<file path="src/rtl/photo_downscaler.sv">
// Collapses a 320x240 thresholded photo into 40x30 cells: one cell per 8x8 block,
// set when the block holds at least BLOCK_THRESH black pixels. Optional macro: PHOTO_DOWNSCALER_STATS_EN.
module photo_downscaler #(
    parameter int BLOCK_THRESH = 32,
    parameter int FRAME_ROWS   = 240
) (
    input  logic         clk_in,
    input  logic         reset_n_in,
    input  logic         start_in,
    input  logic         row_valid_in,
    input  logic [319:0] row_in,
    output logic         row_valid_out,
    output logic [39:0]  row_out,
    output logic [4:0]   row_idx_out,
    output logic         busy_out,
`ifdef PHOTO_DOWNSCALER_STATS_EN
    output logic         done_out,
    output logic [10:0]  black_cells_out
`else
    output logic         done_out
`endif
);

    localparam int          NBLK     = 40;
    localparam logic [7:0]  THRESH_L = 8'(BLOCK_THRESH);
    localparam logic [7:0]  LAST_ROW = 8'(FRAME_ROWS - 1);

    typedef enum logic [1:0] {
        S_IDLE  = 2'd0,
        S_ACCUM = 2'd1,
        S_FLUSH = 2'd2
    } state_t;

    function automatic logic [3:0] popcount8(input logic [7:0] v);
        logic [3:0] c;
        c = '0;
        for (int i = 0; i < 8; i++) c = c + {3'b000, v[i]};
        return c;
    endfunction

    state_t      state_q, state_d;
    logic [1:0]  sync_q;
    logic [7:0]  row_cnt_q;
    logic [2:0]  sub_q;
    logic [6:0]  acc_q [NBLK];
    logic [39:0] row_out_q;
    logic        row_valid_q;
    logic [4:0]  row_idx_q;
    logic        done_q, done_d;

    logic [3:0]  pc   [NBLK];
    logic [7:0]  sum  [NBLK];
    logic [39:0] cell_bits;
    logic        start_go;
    logic        accept;
    logic        emit;

    // Reset releases asynchronously-asserted but is only trusted once two clean edges have passed.
    always_ff @(posedge clk_in or negedge reset_n_in) begin
        if (!reset_n_in) sync_q <= 2'b00;
        else             sync_q <= {sync_q[0], 1'b1};
    end

    assign start_go = start_in && sync_q[1];
    assign accept   = (state_q == S_ACCUM) && row_valid_in && !start_in;
    assign emit     = accept && (sub_q == 3'd7);

    genvar gi;
    generate
        for (gi = 0; gi < NBLK; gi++) begin : g_block
            assign pc[gi]        = popcount8(row_in[8*gi +: 8]);
            assign sum[gi]       = {1'b0, acc_q[gi]} + {4'b0000, pc[gi]};
            assign cell_bits[gi] = (sum[gi] >= THRESH_L);
        end
    endgenerate

    always_ff @(posedge clk_in or negedge reset_n_in) begin
        if (!reset_n_in) state_q <= S_IDLE;
        else             state_q <= state_d;
    end

    always_comb begin
        state_d = state_q;
        done_d  = 1'b0;
        case (state_q)
            S_IDLE: begin
                if (start_go) state_d = S_ACCUM;
            end
            S_ACCUM: begin
                if (start_go)                              state_d = S_ACCUM;
                else if (accept && (row_cnt_q == LAST_ROW)) state_d = S_FLUSH;
            end
            S_FLUSH: begin
                if (start_go) begin
                    state_d = S_ACCUM;
                end else begin
                    state_d = S_IDLE;
                    done_d  = 1'b1;
                end
            end
            default: state_d = S_IDLE;
        endcase
    end

    always_ff @(posedge clk_in or negedge reset_n_in) begin
        if (!reset_n_in) begin
            row_cnt_q   <= '0;
            sub_q       <= '0;
            row_out_q   <= '0;
            row_valid_q <= 1'b0;
            row_idx_q   <= '0;
            done_q      <= 1'b0;
            for (int i = 0; i < NBLK; i++) acc_q[i] <= '0;
        end else begin
            row_valid_q <= emit;
            done_q      <= done_d;
            if (start_go) begin
                row_cnt_q <= '0;
                sub_q     <= '0;
                for (int i = 0; i < NBLK; i++) acc_q[i] <= '0;
            end else if (accept) begin
                row_cnt_q <= row_cnt_q + 8'd1;
                sub_q     <= sub_q + 3'd1;
                // The eighth row of a block folds straight into the decision, so the sum never exceeds 64.
                for (int i = 0; i < NBLK; i++) acc_q[i] <= emit ? 7'd0 : sum[i][6:0];
            end
            if (emit) begin
                row_out_q <= cell_bits;
                row_idx_q <= row_cnt_q[7:3];
            end
        end
    end

    assign row_valid_out = row_valid_q;
    assign row_out       = row_out_q;
    assign row_idx_out   = row_idx_q;
    assign busy_out      = (state_q == S_ACCUM);
    assign done_out      = done_q;

`ifdef PHOTO_DOWNSCALER_STATS_EN
    logic [10:0] black_q;
    logic [5:0]  emit_ones;

    always_comb begin
        emit_ones = '0;
        for (int i = 0; i < NBLK; i++) emit_ones = emit_ones + {5'b00000, cell_bits[i]};
    end

    always_ff @(posedge clk_in or negedge reset_n_in) begin
        if (!reset_n_in)   black_q <= '0;
        else if (start_go) black_q <= '0;
        else if (emit)     black_q <= black_q + {5'b00000, emit_ones};
    end

    assign black_cells_out = black_q;
`endif

endmodule
</file>
<file path="config.mk">
export PLATFORM = sky130hd
export DESIGN_NAME = photo_downscaler
export DESIGN_NICKNAME = d
export VERILOG_FILES = /design/src/rtl/photo_downscaler.sv
export SDC_FILE = /design/constraint.sdc
export NUM_CORES = 1
export LEC_CHECK = 0
export ABC_AREA = 1
export CORE_AREA = 2 2 269 271
export CTS_CLUSTER_SIZE = 20
export DETAILED_ROUTE_END_ITERATION = 8
export DIE_AREA = 0 0 271 273
export SETUP_SLACK_MARGIN = 0.1
export SYNTH_ARGS = -nofsm -noshare
export SYNTH_HDL_FRONTEND = slang
export SYNTH_SLANG_ARGS = --single-unit
</file>
<file path="constraint.sdc">
create_clock -name clk_in -period 4.3 [get_ports clk_in]
set_input_delay 0.86 -clock clk_in [delete_from_list [all_inputs] [get_ports clk_in]]
set_output_delay 0.86 -clock clk_in [all_outputs]
set_load 0.01 [all_outputs]
</file>
==> load_flow_metrics.sql, run 1 <==
INSERT INTO impl_metrics (metric_group, metric, value, unit) VALUES
('sta', 'finalWorstPathRequiredPeriod', '3.856', 'ns'),
('power_and_ir_drop', 'pwr-share-clk', '21.2', '%'),
('power_and_ir_drop', 'powerDensity', '518.3', 'nW/um^2'),
('hold_path', 'min_delay_worst_type', 'flop to flop', ''),
('critical_path', 'worst_setup_path_end_kind', 'flop', ''),
('place', 'io_buffer_count', '371', ''),
('logic_synthesis', 'yosys_warnings', '0', ''),
('drt', 'antenna_left', '0', ''),
('place', 'gpl.final_weighted_congestion', '0.8078', ''),
('critical_path', 'path_common_cell', 'sky130_fd_sc_hd__fa_1', ''),
('power_and_ir_drop', 'p_seq_share', '26.5', '%'),
('cells_and_area', 'nets', '4873', ''),
('cells_and_area', 'total_inserted_antenna_cells', '0', ''),
('run', 'maxCapViolations', '0', ''),
('outcome', 'outcome', 'finished clean', ''),
('logic_synthesis', 'syn_inst', '3663', ''),
('logic_synthesis', 'yosysSeqAreaShare', '30.44', '%'),
('floorplan', 'die_h', '273', 'microns'),
('floorplan', 'placement_rows', '98', ''),
('logic_synthesis', 'synthesis.nets', '4430', ''),
('floorplan', 'initial_core_util', '39.60', '%'),
('clock_network', 'setup_fix_buffers_added_after_clock_tree_synthesis', '0', ''),
('global_routing', 'grt_antenna_before_repair', '1', ''),
('sta', 'skew', '0.02339', 'ns'),
('logic_synthesis', 'synth_cell_type_count', '35', ''),
('clock_network', 'cts_tree', 'yes', ''),
('clock_network', 'clkSinkCount', '342', ''),
('logic_synthesis', 'synth_async_sr_flop_share', '100.0', '%'),
('floorplan', 'top_level_pins', '372', ''),
('critical_path', 'worst_setup_path_start_kind', 'input pin', ''),
('power_and_ir_drop', 'power.leakage', '18.99', 'nW'),
('clock_network', 'clock_tree.root_cell', 'sky130_fd_sc_hd__clkbuf_16', ''),
('logic_synthesis', 'synthesis.area', '28120', 'sq um'),
('global_routing', 'global_route.usage.total', '18.47', '%'),
('drt', 'dr_total_vias', '23570', ''),
('critical_path', 'cp_cell_sequence', 'clkdlybuf4s50_1 > fa_1 > inv_1 > fa_1 > fa_1 > fa_1 > fa_1 > inv_1 > nand3_1 > nand3_1 > nand2_1 > xor2_1 > nor2_1', ''),
('place', 'dp_hpwl', '47800', 'microns'),
('cells_and_area', 'finalCoreUtilization', '49.35', '%'),
('drt', 'wl_per_cell', '13.05', 'microns'),
('sta', 'fmax', '0.2593', 'GHz'),
('cells_and_area', 'finish.instance_area', '35030', 'sq um'),
('logic_synthesis', 'synthDominantAreaCellType', 'sky130_fd_sc_hd__dfrtp_1', ''),
('hold_path', 'min-delay-start', 'sync_q[0]', ''),
('place', 'placed_area', '33530', 'sq um'),
('logic_synthesis', 'yosys_register_bits', '342', ''),
('sta', 'final.period_utilization', '89.68', '%'),
('logic_synthesis', 'post_synth_edffs', '0', ''),
('global_routing', 'first_global_vias', '23330', ''),
('clock_network', 'post_cts.resized_instances', '0', ''),
('logic_synthesis', 'synth_area_per_cell', '7.676', 'sq um'),
('power_and_ir_drop', 'report.power.total', '18.16', 'mW'),
('drt', 'drc_errors', '0', ''),
('clock_network', 'worst_skew_pair.late_latency', '0.57', 'ns'),
('sta', 'hold_viol', '0', ''),
('logic_synthesis', 'postSynth.topFlopCell', 'sky130_fd_sc_hd__dfrtp_1', ''),
('drt', 'firstDrtPassIters', '7', ''),
('critical_path', 'regToRegStartpoint', 'acc_q[252]', ''),
('sta', 'max-slew-margin-rel', '33.10', '%'),
('clock_network', 'clock_path_buffers', '3', ''),
('clock_network', 'ctsHtreeMaxLevel', '2', ''),
('place', 'place_ws', '-0.1622', 'ns'),
('drt', 'count_of_routing_violations_after_the_opening_detailed_route_iteration', '1014', ''),
('global_routing', 'grt_pass1_wl', '113300', 'microns'),
('sta', 'final_setup_viols', '0', ''),
('logic_synthesis', 'post-synth-top-area-fraction', '30.44', '%'),
('critical_path', 'worst-r2r-setup-slack', '1.37', 'ns'),
('power_and_ir_drop', 'comb_power_share', '52.3', '%'),
('sta', 'drv_slew', '0', ''),
('global_routing', 'grt_start_max_net_pins', '107', ''),
('clock_network', 'clk_transition_reported_paths', '0.05', 'ns'),
('power_and_ir_drop', 'netSwitchingFraction', '39.99', '%');
## power groups by stage
stage | clock, mW | combinational (mW) | sequential [mW]
finish | 3.85 | 9.49 | 4.81
CTS | 3.99 | 9.69 | 4.82
detailed placement | 0 | 9.63 | 4.85
global placement | 0 | 9.45 | 4.85
global route | 4.12 | 11.2 | 4.95
floorplan | 0 | 6.67 | 4.74
## path summary, 6_finish.rpt
| path | endpoint | cells after the start |
|---|---|---|
| max in group asynchronous | acc_q[89] | 2 |
| setup reg to reg | row_out[3] | 12 |
| setup / recovery | acc_q[228] | 13 |
| min in group asynchronous | acc_q[218] | 1 |
| hold / removal | sync_q[1] | 0 |
| hold reg to reg | sync_q[1] | 0 |
## sequential cells by signal (all words and copies together) (netlist names)
signal and flops:
row_idx_out 5, acc_q 280, row_cnt_q 8, done_out 1, sub_q 3, row_valid_out 1, state_q 2, row_out 40
sync_q 2
## worst max-delay path: cells and delay by family
kind          cells  cell delay, ns
fa+ha+maj         5            2.38
buf+inv           3            0.61
simple gates      4            0.28
xor+xnor          1            0.14
## cells in the mapped netlist (2+ instances only)
cell	number
sky130_fd_sc_hd__nor3_1	33
sky130_fd_sc_hd__inv_2	3
sky130_fd_sc_hd__nand2_1	1057
sky130_fd_sc_hd__a21oi_1	79
sky130_fd_sc_hd__or2_2	26
sky130_fd_sc_hd__a22o_1	3
sky130_fd_sc_hd__xor2_1	48
sky130_fd_sc_hd__o21bai_1	13
sky130_fd_sc_hd__nor2_4	3
sky130_fd_sc_hd__inv_1	804
sky130_fd_sc_hd__o21ai_0	188
sky130_fd_sc_hd__fa_1	200
sky130_fd_sc_hd__o22ai_1	60
sky130_fd_sc_hd__buf_4	4
sky130_fd_sc_hd__a21boi_1	6
sky130_fd_sc_hd__and3_1	5
sky130_fd_sc_hd__o21ai_1	9
sky130_fd_sc_hd__a21boi_0	18
sky130_fd_sc_hd__nand2_2	2
sky130_fd_sc_hd__nand3_1	247
sky130_fd_sc_hd__buf_6	3
sky130_fd_sc_hd__o31ai_1	24
sky130_fd_sc_hd__buf_2	45
sky130_fd_sc_hd__clkbuf_1	16
sky130_fd_sc_hd__nor2_1	110
sky130_fd_sc_hd__dfrtp_1	342
sky130_fd_sc_hd__ha_1	243
sky130_fd_sc_hd__buf_1	2
sky130_fd_sc_hd__nand4_1	64
## stage by stage
step	hold WS (ns)	instances
floorplan	0.3312	3663
global placement	0.3327	5009
detailed placement	0.3362	5009
CTS	0.3524	5089
global route	0.3609	5089
finish	0.3501	5089
## per-layer routing
layer	vias to the layer above	routed length [microns]	GRT usage, %	part of all wire (%)
met5	-	13	0	0.020
met4	2	1199	4.362	1.8
met3	63	2579	2.803	3.9
met2	329	31220	31.27	47
met1	10900	31380	24.87	47
li1	12280	-	-	-
## area by class of cell
type                    count  area (sq um)  area share, %
well taps                 950          1189          3.393
clock inverters            13         165.2         0.4714
multi-input cells        2443         16180          46.18
inverters                 807          3039          8.675
repair buffers            467          4564          13.03
flip-flops and latches    342          8558          24.43
clock buffers              67          1339          3.821
## logic make-up after synthesis
logic type	count (synthesis)	synth area share, %
AO/OA/AOI/OAI	401	7.997
buffers and inverters	878	12.06
other	1	0.01334
adder cells (fa/ha/maj)	443	25.05
flip-flops	342	30.44
AND/OR/NAND/NOR	1549	22.91
XOR/XNOR	49	1.526
Power figures use the tool's default switching activity.
==> run 2: changes to the inputs <==
--- a/config.mk
+++ b/config.mk
@@ -6,10 +6,13 @@
 export NUM_CORES = 1
 export LEC_CHECK = 0
 export ABC_AREA = 1
+export CAP_MARGIN = 0
 export CORE_AREA = 2 2 269 271
 export CTS_CLUSTER_SIZE = 20
 export DETAILED_ROUTE_END_ITERATION = 8
 export DIE_AREA = 0 0 271 273
+export DONT_BUFFER_PORTS = 1
+export GPL_TIMING_DRIVEN = 1
 export SETUP_SLACK_MARGIN = 0.1
 export SYNTH_ARGS = -nofsm -noshare
 export SYNTH_HDL_FRONTEND = slang
==> load_flow_metrics.sql, run 2 (same netlist as run 1, synthesis figures left out) <==
INSERT INTO impl_metrics (metric_group, metric, value, unit) VALUES
('sta', 'fmax', '0.2916', 'GHz'),
('sta', 'final_critical_path_setup_slack', '0.8704', 'ns'),
('sta', 'accumulated_negative_setup_slack', '0', 'ns'),
('drt', 'antenna_left', '0', ''),
('hold_path', 'min_delay_worst_type', 'input pin to asynchronous set/reset pin', ''),
('floorplan', 'placement_rows', '98', ''),
('drt', 'count_of_routing_violations_after_the_opening_detailed_route_iteration', '923', ''),
('critical_path', 'worst_setup_path_start_kind', 'input pin', ''),
('outcome', 'outcome', 'finished clean', ''),
('floorplan', 'chipWidth', '271', 'microns'),
('clock_network', 'clock_tree.root_cell', 'sky130_fd_sc_hd__clkbuf_16', ''),
('sta', 'finalWorstPathRequiredPeriod', '3.430', 'ns'),
('place', 'gpl.final_weighted_congestion', '0.8221', ''),
('cells_and_area', 'nets', '4420', ''),
('floorplan', 'top_level_pins', '372', ''),
('clock_network', 'clock_path_buffers', '3', ''),
('floorplan', 'core', '71000', 'sq um'),
('clock_network', 'clk_transition_reported_paths', '0.05', 'ns'),
('global_routing', 'grt_pass1_wl', '107000', 'microns'),
('place', 'place_ws', '0.2902', 'ns'),
('critical_path', 'worst_path_required', '4.77', 'ns'),
('global_routing', 'grt_start_max_net_pins', '343', ''),
('global_routing', 'grt_antenna_before_repair', '1', ''),
('sta', 'max-slew-margin-rel', '27.55', '%'),
('run', 'maxCapViolations', '0', ''),
('clock_network', 'worst_skew_pair.late_latency', '0.57', 'ns'),
('sta', 'grt_setup_unrepaired', 'false', ''),
('sta', 'skew', '0.01451', 'ns'),
('sta', 'timing_worst_slew_pin_value', '1.087', 'ns'),
('sta', 'drv_slew', '0', ''),
('clock_network', 'cts_inserted_buffers', '47', ''),
('cells_and_area', 'final_common_cell', 'sky130_fd_sc_hd__nand2_1', ''),
('floorplan', 'die_h', '273', 'microns'),
('clock_network', 'setup_fix_buffers_added_after_clock_tree_synthesis', '0', ''),
('global_routing', 'first_global_vias', '21910', ''),
('global_routing', 'global_route.usage.total', '17.50', '%'),
('drt', 'wl_per_cell', '13.73', 'microns'),
('sta', 'hold_viol', '0', ''),
('drt', 'finalWirelength', '63640', 'microns'),
('cells_and_area', 'most_frequent_cells_in_the_layout', 'sky130_fd_sc_hd__nand2_1, sky130_fd_sc_hd__inv_1, sky130_fd_sc_hd__dfrtp_1', ''),
('clock_network', 'clkSinkCount', '342', ''),
('power_and_ir_drop', 'powerDensity', '552.1', 'nW/um^2'),
('critical_path', 'worst_setup_path_end_kind', 'flop', ''),
('critical_path', 'timing_worst_setup_path_type', 'input pin to flop', ''),
('drt', 'firstDrtPassIters', '7', ''),
('cells_and_area', 'drive_above_1_share', '3.202', '%'),
('drt', 'drc_errors', '0', ''),
('sta', 'final_setup_viols', '0', ''),
('cells_and_area', 'area_delta_synth_final', '8.940', '%'),
('power_and_ir_drop', 'power.leakage', '17.13', 'nW'),
('critical_path', 'worst-endpoint-arrival', '3.90', 'ns'),
('power_and_ir_drop', 'vdd_ir_drop_max', '319.6', 'uV'),
('cells_and_area', 'layout.filler_cells', '7160', ''),
('clock_network', 'ctsHtreeMaxLevel', '2', ''),
('cells_and_area', 'largest_reg_flops', '280', ''),
('clock_network', 'cts_tree', 'yes', ''),
('place', 'dp_hpwl', '43980', 'microns'),
('floorplan', 'design.die.area', '73980', 'sq um'),
('drt', 'via_per_inst', '4.760', ''),
('clock_network', 'post_cts.resized_instances', '0', ''),
('critical_path', 'crit_path_max_fanout', '3', ''),
('drt', 'dr_total_vias', '22070', ''),
('floorplan', 'initial_core_util', '39.60', '%'),
('global_routing', 'gr-total-overflow', '0', ''),
('place', 'io_buffer_count', '0', ''),
('sta', 'final.period_utilization', '79.76', '%'),
('cells_and_area', 'registers.top_by_ff_count', 'acc_q', '');
-- run 2: final timing paths --
check,start,end,slack (ns),depth (start not counted)
hold / removal,reset_n_in,acc_q[182],0.06,0
setup / recovery,row_in[176],row_out[22],0.87,13
max in group asynchronous,reset_n_in,acc_q[183],3.24,1
min in group clk_in,sync_q[0],sync_q[1],0.35,0
hold reg to reg,sync_q[0],sync_q[1],0.35,0
setup reg to reg,acc_q[119],row_out[22],1.31,12
-- run 2: area by class of cell --
| type | instances | area, sq um | area share (%) |
|---|---|---|---|
| repair buffers | 12 | 150.1 | 0.4902 |
| inverters | 807 | 3039 | 9.922 |
| diodes | 1 | 2.502 | 0.008170 |
| clock buffers | 73 | 1466 | 4.788 |
| well taps | 950 | 1189 | 3.881 |
| clock inverters | 8 | 43.79 | 0.1430 |
| flip-flops and latches | 342 | 8558 | 27.94 |
| multi-input cells | 2443 | 16180 | 52.83 |
-- run 2: through the flow --
| stage | instances | cell area (sq um) | total power [mW] | util (%) | hold WS (ns) |
|---|---|---|---|---|---|
| global route | 4636 | 30630 | 18.91 | 43.14 | 0.0004047 |
| floorplan | 3663 | 28120 | 11.41 | - | 0.3312 |
| finish | 4636 | 30630 | 16.91 | 43.14 | 0.05582 |
| CTS | 4633 | 30590 | 17.21 | 43.09 | -0.04402 |
| detailed placement | 4552 | 29080 | 13.25 | 40.96 | 0.3358 |
| global placement | 4552 | 29080 | 13.11 | 40.96 | 0.3326 |
-- run 2: where the power goes --
group          switching [mW]  internal (mW)
clock network            1.48           2.32
registers               0.774           4.15
logic                    4.75           3.44
total                    7.00           9.91
-- run 2: critical path, stage by stage --
cell	delay [ns]
sky130_fd_sc_hd__fa_1	0.52
sky130_fd_sc_hd__inv_1	0.05
sky130_fd_sc_hd__fa_1	0.50
sky130_fd_sc_hd__fa_1	0.43
sky130_fd_sc_hd__fa_1	0.46
sky130_fd_sc_hd__fa_1	0.43
sky130_fd_sc_hd__inv_1	0.10
sky130_fd_sc_hd__nand2_1	0.05
sky130_fd_sc_hd__nand2_1	0.09
sky130_fd_sc_hd__nand3_1	0.07
sky130_fd_sc_hd__nand2_1	0.08
sky130_fd_sc_hd__nor2_1	0.04
sky130_fd_sc_hd__a21boi_0	0.21
-- run 2: per-layer routing --
layer	up-vias	share of wire, %	GRT usage, %
li1	11370	-	-
met1	10240	46	23.37
met2	384	47	29.36
met3	83	4.6	3.040
met4	0	2.1	4.638
met5	-	0	0
==> run 3: changes to the inputs <==
==> constraint.sdc (replaced) <==
create_clock -name clk_in -period 3.4 [get_ports clk_in]
set_input_delay 0.68 -clock clk_in [delete_from_list [all_inputs] [get_ports clk_in]]
set_output_delay 0.68 -clock clk_in [all_outputs]
set_load 0.01 [all_outputs]
==> load_flow_metrics.sql, run 3 (same netlist as run 1, synthesis figures left out) <==
INSERT INTO impl_metrics (metric_group, metric, value, unit) VALUES
('sta', 'hold_viol', '342', ''),
('cells_and_area', 'most_frequent_cells_in_the_layout', 'sky130_fd_sc_hd__nand2_1, sky130_fd_sc_hd__inv_1, sky130_fd_sc_hd__dfrtp_1', ''),
('sta', 'grt_setup_unrepaired', 'false', ''),
('floorplan', 'die_h', '273', 'microns'),
('drt', 'antenna_left', '0', ''),
('critical_path', 'worst-endpoint-arrival', '3.59', 'ns'),
('sta', 'max-slew-margin-rel', '45.10', '%'),
('clock_network', 'clkSinkCount', '342', ''),
('outcome', 'outcome', 'finished with violations', ''),
('floorplan', 'placement_rows', '98', ''),
('sta', 'final.period_utilization', '90.81', '%'),
('clock_network', 'post_cts.resized_instances', '0', ''),
('floorplan', 'top_level_pins', '372', ''),
('global_routing', 'gr-total-overflow', '0', ''),
('cells_and_area', 'registers.top_by_ff_count', 'acc_q', ''),
('global_routing', 'grt_antenna_before_repair', '2', ''),
('clock_network', 'cts_tree', 'yes', ''),
('outcome', 'violations', 'negative hold slack', ''),
('sta', 'fmax', '0.3239', 'GHz'),
('cells_and_area', 'final_common_cell', 'sky130_fd_sc_hd__nand2_1', ''),
('cells_and_area', 'area_delta_synth_final', '12.94', '%'),
('place', 'dp_hpwl', '45660', 'microns'),
('sta', 'skew', '0.01692', 'ns'),
('clock_network', 'clock_path_buffers', '3', ''),
('critical_path', 'max_stage_delay', '0.53', 'ns'),
('place', 'io_buffer_count', '0', ''),
('critical_path', 'crit_path_max_fanout', '3', ''),
('run', 'maxCapViolations', '0', ''),
('drt', 'dr_total_vias', '22350', ''),
('floorplan', 'initial_core_util', '39.60', '%'),
('global_routing', 'grt_start_max_net_pins', '343', ''),
('cells_and_area', 'drive_above_1_share', '10.06', '%'),
('place', 'place_ws', '-0.2520', 'ns'),
('cells_and_area', 'largest_reg_flops', '280', ''),
('critical_path', 'worst_setup_path_start_kind', 'input pin', ''),
('drt', 'drc_errors', '0', ''),
('clock_network', 'cts_inserted_buffers', '45', ''),
('drt', 'count_of_routing_violations_after_the_opening_detailed_route_iteration', '1011', ''),
('clock_network', 'ctsHtreeMaxLevel', '2', ''),
('hold_path', 'min_delay_worst_type', 'input pin to asynchronous set/reset pin', ''),
('drt', 'wl_per_cell', '13.74', 'microns'),
('power_and_ir_drop', 'vdd_ir_drop_max', '401.8', 'uV'),
('sta', 'drv_slew', '0', ''),
('global_routing', 'grt_pass1_wl', '110000', 'microns'),
('clock_network', 'clock_tree.root_cell', 'sky130_fd_sc_hd__clkbuf_16', ''),
('critical_path', 'path_common_cell', 'sky130_fd_sc_hd__fa_1', ''),
('critical_path', 'cp_cell_sequence', 'fa_1 > inv_1 > fa_1 > fa_1 > fa_2 > fa_2 > inv_2 > nand3_2 > nand3_2 > nand3_1 > nand2_1 > nor2_1 > a21boi_0', ''),
('power_and_ir_drop', 'powerDensity', '718.9', 'nW/um^2'),
('drt', 'via_per_inst', '4.736', ''),
('clock_network', 'setup_fix_buffers_added_after_clock_tree_synthesis', '0', ''),
('critical_path', 'critical_path_cell_with_the_highest_stage_delay', 'sky130_fd_sc_hd__fa_1', ''),
('sta', 'finalWorstPathRequiredPeriod', '3.087', 'ns'),
('cells_and_area', 'nets', '4500', ''),
('sta', 'hold-worst-slack', '-0.1959', 'ns'),
('sta', 'final_setup_viols', '0', ''),
('power_and_ir_drop', 'power.leakage', '17.48', 'nW'),
('sta', 'final_critical_path_setup_slack', '0.3126', 'ns'),
('global_routing', 'global_route.usage.total', '17.98', '%'),
('sta', 'timing_worst_slew_pin_value', '0.8235', 'ns'),
('clock_network', 'clk_transition_reported_paths', '0.06', 'ns'),
('floorplan', 'core', '71000', 'sq um'),
('floorplan', 'chipWidth', '271', 'microns'),
('drt', 'firstDrtPassIters', '5', ''),
('floorplan', 'design.die.area', '73980', 'sq um'),
('drt', 'finalWirelength', '64840', 'microns'),
('place', 'gpl.final_weighted_congestion', '0.8197', ''),
('critical_path', 'worst_setup_path_end_kind', 'flop', ''),
('critical_path', 'worst_path_required', '3.90', 'ns'),
('critical_path', 'timing_worst_setup_path_type', 'input pin to flop', ''),
('clock_network', 'worst_skew_pair.late_latency', '0.59', 'ns'),
('sta', 'accumulated_negative_setup_slack', '0', 'ns'),
('global_routing', 'first_global_vias', '22690', '');
## run 3: changes by cell type in the layout (fill, tap and decap cells not counted), sizes merged
cell,delta
buf,+83
bufinv,+3
clkbuf,-3
clkinv,+1
diode,+1
dlygate4sd3,-1
## run 3: power breakdown
part | leakage (nW) | internal [mW] | switching, mW
Combinational | 12.2 | 5.22 | 6.46
Sequential | 4.57 | 5.25 | 0.989
Clock | 0.746 | 2.95 | 1.95
## run 3: metrics by stage
stage          total power, mW  instances  hold WS [ns]  utilization [%]  area [sq um]
4_1_cts                  23.27       4718       -0.2369            44.72         31750
6_report                 22.83       4720       -0.1959            44.73         31750
3_3_place_gp             17.89       4636        0.3355            42.59         30240
5_1_grt                  25.41       4719       -0.2268            44.72         31750
2_1_floorplan            14.94       3663        0.3312                -         28580
3_5_place_dp             18.16       4636        0.3496            42.59         30240
## run 3: area by class of cell
cell class | count | area (sq um)
sequential | 342 | 8558
inverter | 807 | 3039
tap | 950 | 1189
fill | 7106 | 39240
clock inverter | 12 | 161.4
antenna | 2 | 5.005
multi-input combinational | 2443 | 16650
timing repair buffer | 94 | 805.8
clock buffer | 70 | 1350
## run 3: critical path, delay by kind of cell
family	cells	cell delay (ns)
adder cells (fa/ha/maj)	5	2.23
AND/OR/NAND/NOR	5	0.32
AO/OA/AOI/OAI	1	0.22
buffers and inverters	2	0.14
## run 3: per-layer routing
metal  wire, microns  share of wire (%)  up-vias  global-route usage [%]
met5               0                  0        -                       0
met4            1296                2.0        0                   4.493
met3            2770                4.3       72                   2.970
met2           30370                 47      328                   30.78
met1           30410                 47    10400                   23.68
li1                -                  -    11550                       -
## run 3: final timing paths
path | endpoint | cells past startpoint | from | slack [ns]
max in group asynchronous | acc_q[100] | 0 | reset_n_in | 3.02
worst min-delay path | acc_q[59] | 0 | reset_n_in | -0.20
min in group clk_in | sync_q[1] | 0 | sync_q[0] | 0.37
worst min register to register | sync_q[1] | 0 | sync_q[0] | 0.37
worst max register to register | row_out[36] | 12 | acc_q[21] | 0.59
worst max-delay path | row_out[36] | 13 | row_in[288] | 0.31
